==> src/rtl/alu_issue_arbiter.sv <==
// -----------------------------------------------------------------------------
// alu_issue_arbiter
//
// Shares one combinational ALU between two issue requesters:
//   channel 0 : integer pipe
//   channel 1 : branch/CSR unit
//
// Each cycle at most one request is granted, chosen round-robin. The winner's
// operands and operation are driven to the ALU. The ALU result is captured in
// a one-entry output register, together with the winner's tag and channel id.
// The output register uses a valid/ready handshake.
//
// Ports
//   clk, rst                     clock and synchronous active-high reset
//   inN_valid / inN_ready        request handshake for channel N (N = 0, 1)
//   inN_op1, inN_op2             32-bit operands for channel N
//   inN_alu_ops                  5-bit ALU operation for channel N
//   inN_tag                      TAG_W-bit requester tag for channel N
//   alu_op1, alu_op2, alu_ops    drive to the shared combinational ALU
//   alu_out                      combinational ALU result
//   out_valid / out_ready        result handshake
//   out_data                     registered ALU result
//   out_tag                      tag of the registered result
//   out_src                      channel that produced the result
// -----------------------------------------------------------------------------
module alu_issue_arbiter #(
    parameter int TAG_W = 4
) (
    input  logic             clk,
    input  logic             rst,

    input  logic             in0_valid,
    output logic             in0_ready,
    input  logic [31:0]      in0_op1,
    input  logic [31:0]      in0_op2,
    input  logic [4:0]       in0_alu_ops,
    input  logic [TAG_W-1:0] in0_tag,

    input  logic             in1_valid,
    output logic             in1_ready,
    input  logic [31:0]      in1_op1,
    input  logic [31:0]      in1_op2,
    input  logic [4:0]       in1_alu_ops,
    input  logic [TAG_W-1:0] in1_tag,

    output logic [31:0]      alu_op1,
    output logic [31:0]      alu_op2,
    output logic [4:0]       alu_ops,
    input  logic [31:0]      alu_out,

    output logic             out_valid,
    input  logic             out_ready,
    output logic [31:0]      out_data,
    output logic [TAG_W-1:0] out_tag,
    output logic             out_src
);

    logic             prio_r;        // favored channel when both request
    logic             can_accept_s;  // output register empty or draining now
    logic             grant_vld_s;   // a request is granted this cycle
    logic             grant_s;       // which channel is granted
    logic [TAG_W-1:0] grant_tag_s;   // tag of the granted channel

    // Output slot is free when empty or when being consumed in this cycle.
    assign can_accept_s = ~out_valid | out_ready;

    // Round-robin grant selection; nothing is granted while in reset.
    always_comb begin
        grant_vld_s = 1'b0;
        grant_s     = 1'b0;
        if (rst) begin
            grant_vld_s = 1'b0;
            grant_s     = 1'b0;
        end else if (can_accept_s) begin
            case ({in1_valid, in0_valid})
                2'b11: begin
                    grant_vld_s = 1'b1;
                    grant_s     = prio_r;
                end
                2'b01: begin
                    grant_vld_s = 1'b1;
                    grant_s     = 1'b0;
                end
                2'b10: begin
                    grant_vld_s = 1'b1;
                    grant_s     = 1'b1;
                end
                default: begin
                    grant_vld_s = 1'b0;
                    grant_s     = 1'b0;
                end
            endcase
        end else begin
            grant_vld_s = 1'b0;
            grant_s     = 1'b0;
        end
    end

    // Ready is the grant itself, so at most one channel sees ready.
    assign in0_ready = grant_vld_s & (grant_s == 1'b0);
    assign in1_ready = grant_vld_s & (grant_s == 1'b1);

    // ALU operand/operation mux; forced to zero when nothing is granted.
    always_comb begin
        alu_op1     = 32'd0;
        alu_op2     = 32'd0;
        alu_ops     = 5'd0;
        grant_tag_s = '0;
        if (in0_ready) begin
            alu_op1     = in0_op1;
            alu_op2     = in0_op2;
            alu_ops     = in0_alu_ops;
            grant_tag_s = in0_tag;
        end else if (in1_ready) begin
            alu_op1     = in1_op1;
            alu_op2     = in1_op2;
            alu_ops     = in1_alu_ops;
            grant_tag_s = in1_tag;
        end else begin
            alu_op1     = 32'd0;
            alu_op2     = 32'd0;
            alu_ops     = 5'd0;
            grant_tag_s = '0;
        end
    end

    // Result register and round-robin pointer. A new grant overwrites any
    // result drained in the same edge; a drain without a grant only clears
    // valid, leaving the payload in place. Reset drops any pending result.
    always_ff @(posedge clk) begin
        if (rst) begin
            out_valid <= 1'b0;
            out_data  <= 32'd0;
            out_tag   <= '0;
            out_src   <= 1'b0;
            prio_r    <= 1'b0;
        end else if (grant_vld_s) begin
            out_valid <= 1'b1;
            out_data  <= alu_out;
            out_tag   <= grant_tag_s;
            out_src   <= grant_s;
            prio_r    <= ~grant_s;
        end else if (out_ready) begin
            out_valid <= 1'b0;
        end else begin
            out_valid <= out_valid;
        end
    end

endmodule

==> config.mk <==
export PLATFORM = sky130hd
export DESIGN_NAME = alu_issue_arbiter
export DESIGN_NICKNAME = d
export VERILOG_FILES = /design/src/rtl/alu_issue_arbiter.sv
export SDC_FILE = /design/constraint.sdc
export NUM_CORES = 1
export LEC_CHECK = 0
export BUFFER_PORTS_ARGS = -buffer_cell sky130_fd_sc_hd__clkbuf_2
export CAP_MARGIN = 20
export CORE_AREA = 2 2 114 116
export DETAILED_ROUTE_END_ITERATION = 8
export DIE_AREA = 0 0 116 118
export HOLD_SLACK_MARGIN = 0.03
export REMOVE_ABC_BUFFERS = 1
export SLEW_MARGIN = 20
export SYNTH_ARGS = -nofsm -noshare
export SYNTH_HDL_FRONTEND = slang
export SYNTH_SLANG_ARGS = --single-unit
==> constraint.sdc <==
create_clock -name clk -period 2.5 [get_ports clk]
set_clock_uncertainty 0.2 [all_clocks]
set_input_delay 0.5 -clock clk [delete_from_list [all_inputs] [get_ports clk]]
set_output_delay 0.5 -clock clk [all_outputs]
set_load 0.05 [all_outputs]
==> metrics, run 1 <==
GRT Max-Usage Layer=met2; Worst setup EP type=primary output; worst-skew pair later-pin latency=0.28 ns; VDD IR-drop max=0.4453 mV; drt wl/cell=16.55 um; Max Transition Viols Final=0; post-synthesis register bit count=39; Post-synth ARST share=0%; status=completed; Cells after Synth=222; CTS resizes=0; Mean Syn Cell Area=10.98 um^2; Chip Width=116 um; Final Setup Violations=0; post-synth design cell area=0.002437 mm^2; vias in the first global route=2,990; GRT Total Usage=15.30%; Nets=687; core area=0.01241 mm^2; GR Layer Usage met3=5.046%; Worst EP required=1.80 ns; Placed Area=0.004780 mm^2; initial drt markers=89; Overflow after GRT=0; Ports=292; CTS Buffer Depth=2; Final ANT Viol Nets=0; Final Wtd Congestion=0.8379; Ys Warns=0; Post-CTS Setup Bufs=0; drt via density=4.290; synthesis-to-finish area growth=103.2%; min Tclk post-route=2.376 ns; final worst path period share=95.05%; antenna violations before repair=1; post-synth top area cell=dfxtp_1; Pleak=2.564 nW; Critical Path Fanout Max=40; Num CTS Buffers=5; P per Cell Area=545.2 mW/mm^2; via count=2,904; first-pass GRT wire length=15.98 mm; Post-synth EDFFs=0; Hold Path Class=primary input to register; area share of the largest cell type after synthesis=32.03%; Worst Path Arrival=1.68 ns; clk root buf=clkbuf_16; DRT Pass-1 Iters=4; Slew @ Worst Pin=0.4166 ns; largest net degree at the start of global routing=41; Rel. slew slack=72.22%; Yosys cell types=22; met2 Track Usage GR=27.89%; total power=2.701 mW; CP Class=register to primary output; RSZ-0062 raised after global routing=no; synth top area cells=dfxtp_1 32%, a22o_1 25%, mux2_4 17%, nor2b_1 8.2%, buf_6 5.1%; placed wire-length estimate after detailed placement=9.669 mm; die extent in y=118 um; Synth Flop Type=dfxtp_1; row count=41; Filler cells=1,268; Max H-tree Level=2; residual DRC count=0; die area=0.01369 mm^2; setup TNS=0 ns; Worst Setup Start Kind=register; input/output buffers=291; Commonest cells post-synth=69 x a22o_1, 39 x dfxtp_1, 32 x nor2b_1; Initial Util=19.63%; CTS tree=built; max_cap viols=0; register area share after synthesis=32.03%; met1 usage=16.00%; Clock Sinks=39; CTS clk-pin slew, worst paths=0.06 ns; share of cells above drive strength 1=68.12%; ANT cells=0; fin area=0.004954 mm^2; Final Hold Viols=0; Post-CTS Hold Buffers=0; Peak Freq=420.8 MHz; WL final=11.21 mm; count leader, synth=a22o_1
logic make-up (layout without fill, tap and decap cells):
logic type | count (synthesis) | count (layout) | synth area share (%)
DFF | 39 | 39 | 32.03
muxes | 32 | 32 | 19.10
AOI/OAI and AO/OA | 80 | 80 | 28.49
buffers and inverters | 31 | 314 | 8.983
and+or+nand+nor | 40 | 40 | 11.40
path summary, 6_finish.rpt:
check	end	cells past startpoint	startpoint	slack, ns
setup reg to reg	out_data[9]	5	out_valid	0.84
hold reg to reg	out_src	2	out_src	0.25
hold / removal	out_data[26]	2	alu_out[26]	0.24
setup / recovery	alu_op2[20]	5	prio_r	0.12
cell type report:
type	instances	area, um^2	area share [%]
Timing Repair Buffer	300	2322	46.88
Multi-Input combinational cell	152	1439	29.05
Sequential cell	39	780.7	15.76
Tap cell	172	215.2	4.345
Clock buffer	6	138.9	2.804
Clock inverter	2	35.03	0.7072
Inverter	6	22.52	0.4547
where the power goes:
group	switching, mW	internal (mW)
clock	0.245	0.496
combinational	0.728	0.521
sequential	0.0302	0.681
total	1.00	1.70
critical path: stages (launching register included):
cell and delay (ns):
dfxtp_1 0.34, nand2b_1 0.10, and4b_2 0.30, buf_12 0.21, a22o_1 0.16, clkbuf_2 0.27
flip-flops by register name, summed over array words and instances, names as in the netlist:
signal     count
out_data      32
out_src        1
out_tag        4
out_valid      1
prio_r         1
stage by stage:
stage	util, %	std cells	hold WS, ns	setup slack, ns
floorplan	-	197	0.2335	-1.259
global placement	38.50	669	0.2413	0.1578
detailed placement	38.50	669	0.2455	0.1439
CTS	39.90	677	0.2344	0.1144
global route	39.90	677	0.2377	0.03584
finish	39.90	677	0.2425	0.1237
cell usage in the layout (no fill, tap or decap), drive strengths merged:
cell type  instances
clkbuf           248
a22o              69
buf               58
dfxtp             39
nor2b             32
mux2              32
inv                6
a211oi             6
a221o              4
nand2b             2
and4b              2
nand2              1
or2                1
nand3b             1
nor2               1
a21oi              1
bufinv             1
clkinv             1
per-layer routing:
| metal | up-vias | part of all wire [%] |
|---|---|---|
| li1 | 1402 | - |
| met1 | 1312 | 37 |
| met2 | 168 | 50 |
| met3 | 22 | 10 |
| met4 | 0 | 3.0 |
| met5 | - | 0 |
Power figures use the tool's default switching activity.
==> run 2, diff against run 1 <==
--- a/config.mk
+++ b/config.mk
@@ -7,9 +7,10 @@
 export LEC_CHECK = 0
 export BUFFER_PORTS_ARGS = -buffer_cell sky130_fd_sc_hd__clkbuf_2
 export CAP_MARGIN = 20
-export CORE_AREA = 2 2 114 116
+export CORE_AREA = 2 2 113 115
+export CTS_BUF_LIST = sky130_fd_sc_hd__clkbuf_8
 export DETAILED_ROUTE_END_ITERATION = 8
-export DIE_AREA = 0 0 116 118
+export DIE_AREA = 0 0 115 117
 export HOLD_SLACK_MARGIN = 0.03
 export REMOVE_ABC_BUFFERS = 1
 export SLEW_MARGIN = 20
==> metrics, run 2 (synthesized netlist as in run 1, its figures left out) <==
status=completed; Final Wtd Congestion=0.9143 (+9.1%); Hold WS=0.2260 ns (-0.01659 ns); via count=2,933 (+1.0%); most frequent cells in the layout=230 x clkbuf_2, 69 x a22o_1, 54 x buf_12; worst-skew pair later-pin latency=0.29 ns (about the same); vias in the first global route=2,735 (-8.5%); CTS clk-pin slew, worst paths=0.08 ns (+0.02 ns); die area=0.01346 mm^2 (-1.7%); Nets=687 (unchanged); share of cells above drive strength 1=68.12% (unchanged); WP buf/inv=2 (unchanged); final worst path period share=96.19% (+1.1 points); RSZ-0062 raised after global routing=no; R2R depth=5 (unchanged); Num CTS Buffers=5 (unchanged); P per Cell Area=491.5 mW/mm^2 (-9.9%); initial drt markers=92 (+3.4%); Worst setup EP type=primary output; Post-CTS Hold Buffers=0 (unchanged); Chip Width=115 um (-0.86%); core area=0.01231 mm^2 (-0.83%); antenna violations before repair=0 (-1); clk root buf=clkbuf_8; Worst Path Arrival=1.70 ns (+0.02 ns); Slew @ Worst Pin=0.4054 ns (-0.01126 ns); ANT cells=0 (unchanged); placed wire-length estimate after detailed placement=9.486 mm (-1.9%); row count=41 (unchanged); first-pass GRT wire length=14.79 mm (-7.4%); drt via density=4.478 (+4.4%); CP Class=register to primary output; Peak Freq=415.8 MHz (-1.2%); reg2reg setup slack=0.78 ns (-0.06 ns); VDD IR-drop max=0.3701 mV (-17%); max_cap viols=0 (unchanged); Pleak=2.525 nW (-1.5%); fin area=0.004846 mm^2 (-2.2%); Crit path largest cell delay=0.36 ns (+0.02 ns); WL final=10.82 mm (-3.5%); Post-CTS Setup Bufs=0 (unchanged); max FFs per register=32 (unchanged); Final ANT Viol Nets=0 (unchanged); Final Hold Viols=0 (unchanged); critical path depth in cells=5 (unchanged); die extent in y=117 um (-0.85%); Max H-tree Level=2 (unchanged); DRT Pass-1 Iters=4 (unchanged); met1 usage=16.65% (+0.64 points); Final Setup Violations=0 (unchanged); WHS Path Cells=2 (unchanged); cell family with most CP delay=buffers and inverters; largest net degree at the start of global routing=49 (+20%); input/output buffers=291 (unchanged); CTS Buffer Depth=2 (unchanged); GR Layer Usage met3=4.016% (-1.0 points); Max Transition Viols Final=0 (unchanged); drt wl/cell=16.51 um (-0.24%); top flop regs=out_data: 32 flops, out_tag: 4 flops; crit-path cells=nand2b_1 -> and4b_2 -> buf_12 -> a22o_1 -> buf_2; Clock Sinks=39 (unchanged); Overflow after GRT=0 (unchanged); Worst EP required=1.80 ns (about the same); Initial Util=19.80% (+0.16 points); residual DRC count=0 (unchanged); Ports=292 (unchanged); Worst Setup Start Kind=register; min Tclk post-route=2.405 ns (+0.02856 ns); largest reg by FF count=out_data; met2 Track Usage GR=24.55% (-3.3 points); synthesis-to-finish area growth=98.82%; Hold Path Class=primary input to register; Critical Path Fanout Max=48 (+20%); Slowest cell on crit path=dfxtp_1; Rel. slew slack=72.98% (+0.75 points); Placed Area=0.004755 mm^2 (-0.52%); CTS tree=built; GRT Total Usage=14.50% (-0.80 points); CTS resizes=0 (unchanged); most common cell after layout, fill and taps aside=clkbuf_2; GRT Max-Usage Layer=met2
## run 2: cell types whose count changed in the layout (fill, tap and decap cells not counted), sizes merged
cell and change:
buf +11, bufinv -1, clkbuf -12, clkinvlp +2
## run 2: final timing paths
check	startpoint	end
worst max-delay path	prio_r	alu_ops[0]
worst min-delay path	alu_out[1]	out_data[1]
worst max register to register	out_valid	out_data[9]
worst min register to register	out_src	out_src
## run 2: metrics by stage
stage	power [mW]	TNS, ns	setup slack (ns)	std cells	utilization, %
floorplan	1.428	-89.97	-1.259	197	-
global placement	1.969	0	0.1586	647	38.62
detailed placement	1.980	0	0.1352	647	38.62
CTS	2.418	0	0.06700	655	39.34
global route	2.491	0	0.001249	655	39.36
finish	2.382	0	0.09513	655	39.36
## run 2: power breakdown
part           internal [mW]  leakage, nW  switching (mW)
Sequential             0.680        0.324          0.0302
Combinational          0.522         2.16           0.725
Clock                  0.194       0.0402           0.230
## run 2: layout make-up
class / count / area, um^2
tap: 150 / 187.7
multi-input combinational: 152 / 1439
fill: 1233 / 7466
clock buffer: 5 / 68.82
inverter: 6 / 22.52
timing repair buffer: 300 / 2327
sequential: 39 / 780.7
clock inverter: 3 / 20.02
## run 2: metal layers
layer / up-vias / wire length [um]
met5: - / 0
met4: 0 / 461
met3: 25 / 919
met2: 170 / 5331
met1: 1337 / 4103
li1: 1401 / -
==> run 3, diff against run 2 <==
--- a/config.mk
+++ b/config.mk
@@ -5,12 +5,13 @@
 export SDC_FILE = /design/constraint.sdc
 export NUM_CORES = 1
 export LEC_CHECK = 0
-export BUFFER_PORTS_ARGS = -buffer_cell sky130_fd_sc_hd__clkbuf_2
+export BUFFER_PORTS_ARGS = -buffer_cell sky130_fd_sc_hd__buf_2
 export CAP_MARGIN = 20
 export CORE_AREA = 2 2 113 115
 export CTS_BUF_LIST = sky130_fd_sc_hd__clkbuf_8
 export DETAILED_ROUTE_END_ITERATION = 8
 export DIE_AREA = 0 0 115 117
+export GPL_ROUTABILITY_DRIVEN = 0
 export HOLD_SLACK_MARGIN = 0.03
 export REMOVE_ABC_BUFFERS = 1
 export SLEW_MARGIN = 20
==> metrics, run 3 (synthesized netlist as in run 1, its figures left out) <==
status=completed; Final Setup Violations=0 (unchanged); Nets=693 (+0.87%); Num CTS Buffers=5 (unchanged); max FFs per register=32 (unchanged); Filler cells=1,273 (+3.2%); cell family with most CP delay=buffers and inverters; die extent in y=117 um (unchanged); CTS tree=built; P per Cell Area=538.2 mW/mm^2 (+9.5%); Critical Path Fanout Max=25 (-48%); top flop regs=out_data: 32 flops, out_tag: 4 flops; RR Startpoint=out_valid; Hold Path Class=primary input to register; CP Class=register to primary output; residual DRC count=0 (unchanged); Finished Core Util=36.01% (-3.4 points); RSZ-0062 raised after global routing=yes; Worst Path Arrival=1.71 ns (about the same); Worst EP required=1.80 ns (about the same); DRT Pass-1 Iters=4 (unchanged); drt wl/cell=16.91 um (+2.4%); Setup WS post-layout=0.08780 ns (-0.007338 ns); CP endpoint=alu_op2[23]; input/output buffers=291 (unchanged); WL final=11.21 mm (+3.6%); reg2reg end=out_data[18]; Post-CTS Setup Bufs=0 (unchanged); Chip Width=115 um (unchanged); critical path depth in cells=5 (unchanged); share of cells above drive strength 1=68.69% (+0.57 points); initial drt markers=116 (+26%); placed wire-length estimate after detailed placement=9.451 mm (-0.38%); Crit path largest cell delay=0.35 ns (about the same); Placed Area=0.004207 mm^2 (-12%); final worst path period share=96.49% (+0.29 points); fin area=0.004433 mm^2 (-8.5%); R2R depth=5 (unchanged); max_cap viols=0 (unchanged); Rel. slew slack=72.61% (-0.36 points); DP Worst Slack=0.07315 ns (-0.06204 ns); largest reg by FF count=out_data; Slowest cell on crit path=dfxtp_1; CTS Buffer Depth=2 (unchanged); Peak Freq=414.6 MHz (-0.30%); vias in the first global route=2,733 (-0.073%); GRT Total Usage=14.44% (-0.067 points); VDD IR-drop max=0.3100 mV (-16%); clk root buf=clkbuf_8; synthesis-to-finish area growth=81.88%; Worst setup EP type=primary output; Pleak=2.429 nW (-3.8%); drt via density=4.477 (about the same); CTS clk-pin slew, worst paths=0.08 ns (about the same); via count=2,968 (+1.2%); Clock Sinks=39 (unchanged); worst-skew pair later-pin latency=0.29 ns (about the same); Initial Util=19.80% (unchanged); first-pass GRT wire length=14.69 mm (-0.70%); antenna violations before repair=1 (+1); Ports=292 (unchanged); WP buf/inv=2 (unchanged); min Tclk post-route=2.412 ns (+0.007338 ns); Max H-tree Level=2 (unchanged); Final Hold Viols=0 (unchanged); largest net degree at the start of global routing=50 (+2.0%); crit-path cells=nand2b_4 -> and4b_2 -> buf_12 -> a22o_1 -> buf_2; Overflow after GRT=0 (unchanged); Max Transition Viols Final=0 (unchanged); Worst Setup Start Kind=register; Slew @ Worst Pin=0.4108 ns (+0.005432 ns); core area=0.01231 mm^2 (unchanged); die area=0.01346 mm^2 (unchanged); CP startpoint=out_valid; Final ANT Viol Nets=0 (unchanged); most common cell after layout, fill and taps aside=buf_2; most frequent cells in the layout=252 x buf_2, 68 x a22o_1, 39 x dfxtp_1; reg2reg setup slack=0.75 ns (-0.03 ns); row count=41 (unchanged); setup TNS=0 ns (unchanged)
## run 3: final cells by class
cell class | count | area [um^2] | share of cell area (%)
timing repair buffer | 306 | 1872 | 42.22
multi-input combinational | 152 | 1448 | 32.66
sequential | 39 | 780.7 | 17.61
tap | 150 | 187.7 | 4.234
clock buffer | 6 | 82.58 | 1.863
clock inverter | 2 | 35.03 | 0.7903
inverter | 6 | 22.52 | 0.5080
antenna | 2 | 5.005 | 0.1129
## run 3: worst min-delay path by stage
stage	from	endpoint	slack, ns	cells past startpoint
6_report	alu_out[10]	out_data[10]	0.23	2
5_1_grt	alu_out[23]	out_data[23]	0.21	2
4_1_cts	alu_out[2]	out_data[2]	0.21	2
3_5_place_dp	out_src	out_src	0.24	2
3_3_place_gp	out_src	out_src	0.24	2
2_1_floorplan	prio_r	prio_r	0.23	2
## run 3: what timing repair did
| action | in CTS | in global routing |
|---|---|---|
| hold buffers | 0 | 0 |
| resized for setup | 0 | 32 |
| setup endpoints to repair | 0 | 30 |
## run 3: metal layers
metal,up-vias,track usage (%),routed length (um)
met5,-,0,0
li1,1419,-,-
met1,1341,15.64,4100
met3,17,5.201,1192
met2,191,26.00,5619
met4,0,5.221,297
## run 3: report_power, final
part	total (mW)	switching (mW)	leakage [nW]	internal, mW
Combinational	1.13	0.709	2.04	0.423
Sequential	0.708	0.0280	0.324	0.680
Clock	0.546	0.223	0.0612	0.323
## run 3: through the flow
stage / total power [mW] / instances / hold WS, ns
floorplan: 1.428 / 197 / 0.2335
global placement: 1.825 / 652 / 0.2436
detailed placement: 1.834 / 652 / 0.2433
CTS: 2.388 / 660 / 0.2103
global route: 2.493 / 661 / 0.2101
finish: 2.386 / 663 / 0.2270
## run 3: worst reg2reg max path, delay by kind of cell, from the launching register on
kind	cells	cell delay (ns)
buffers and inverters	2	0.43
AND/OR/NAND/NOR	2	0.37
flip-flops	1	0.35
multiplexers	1	0.29
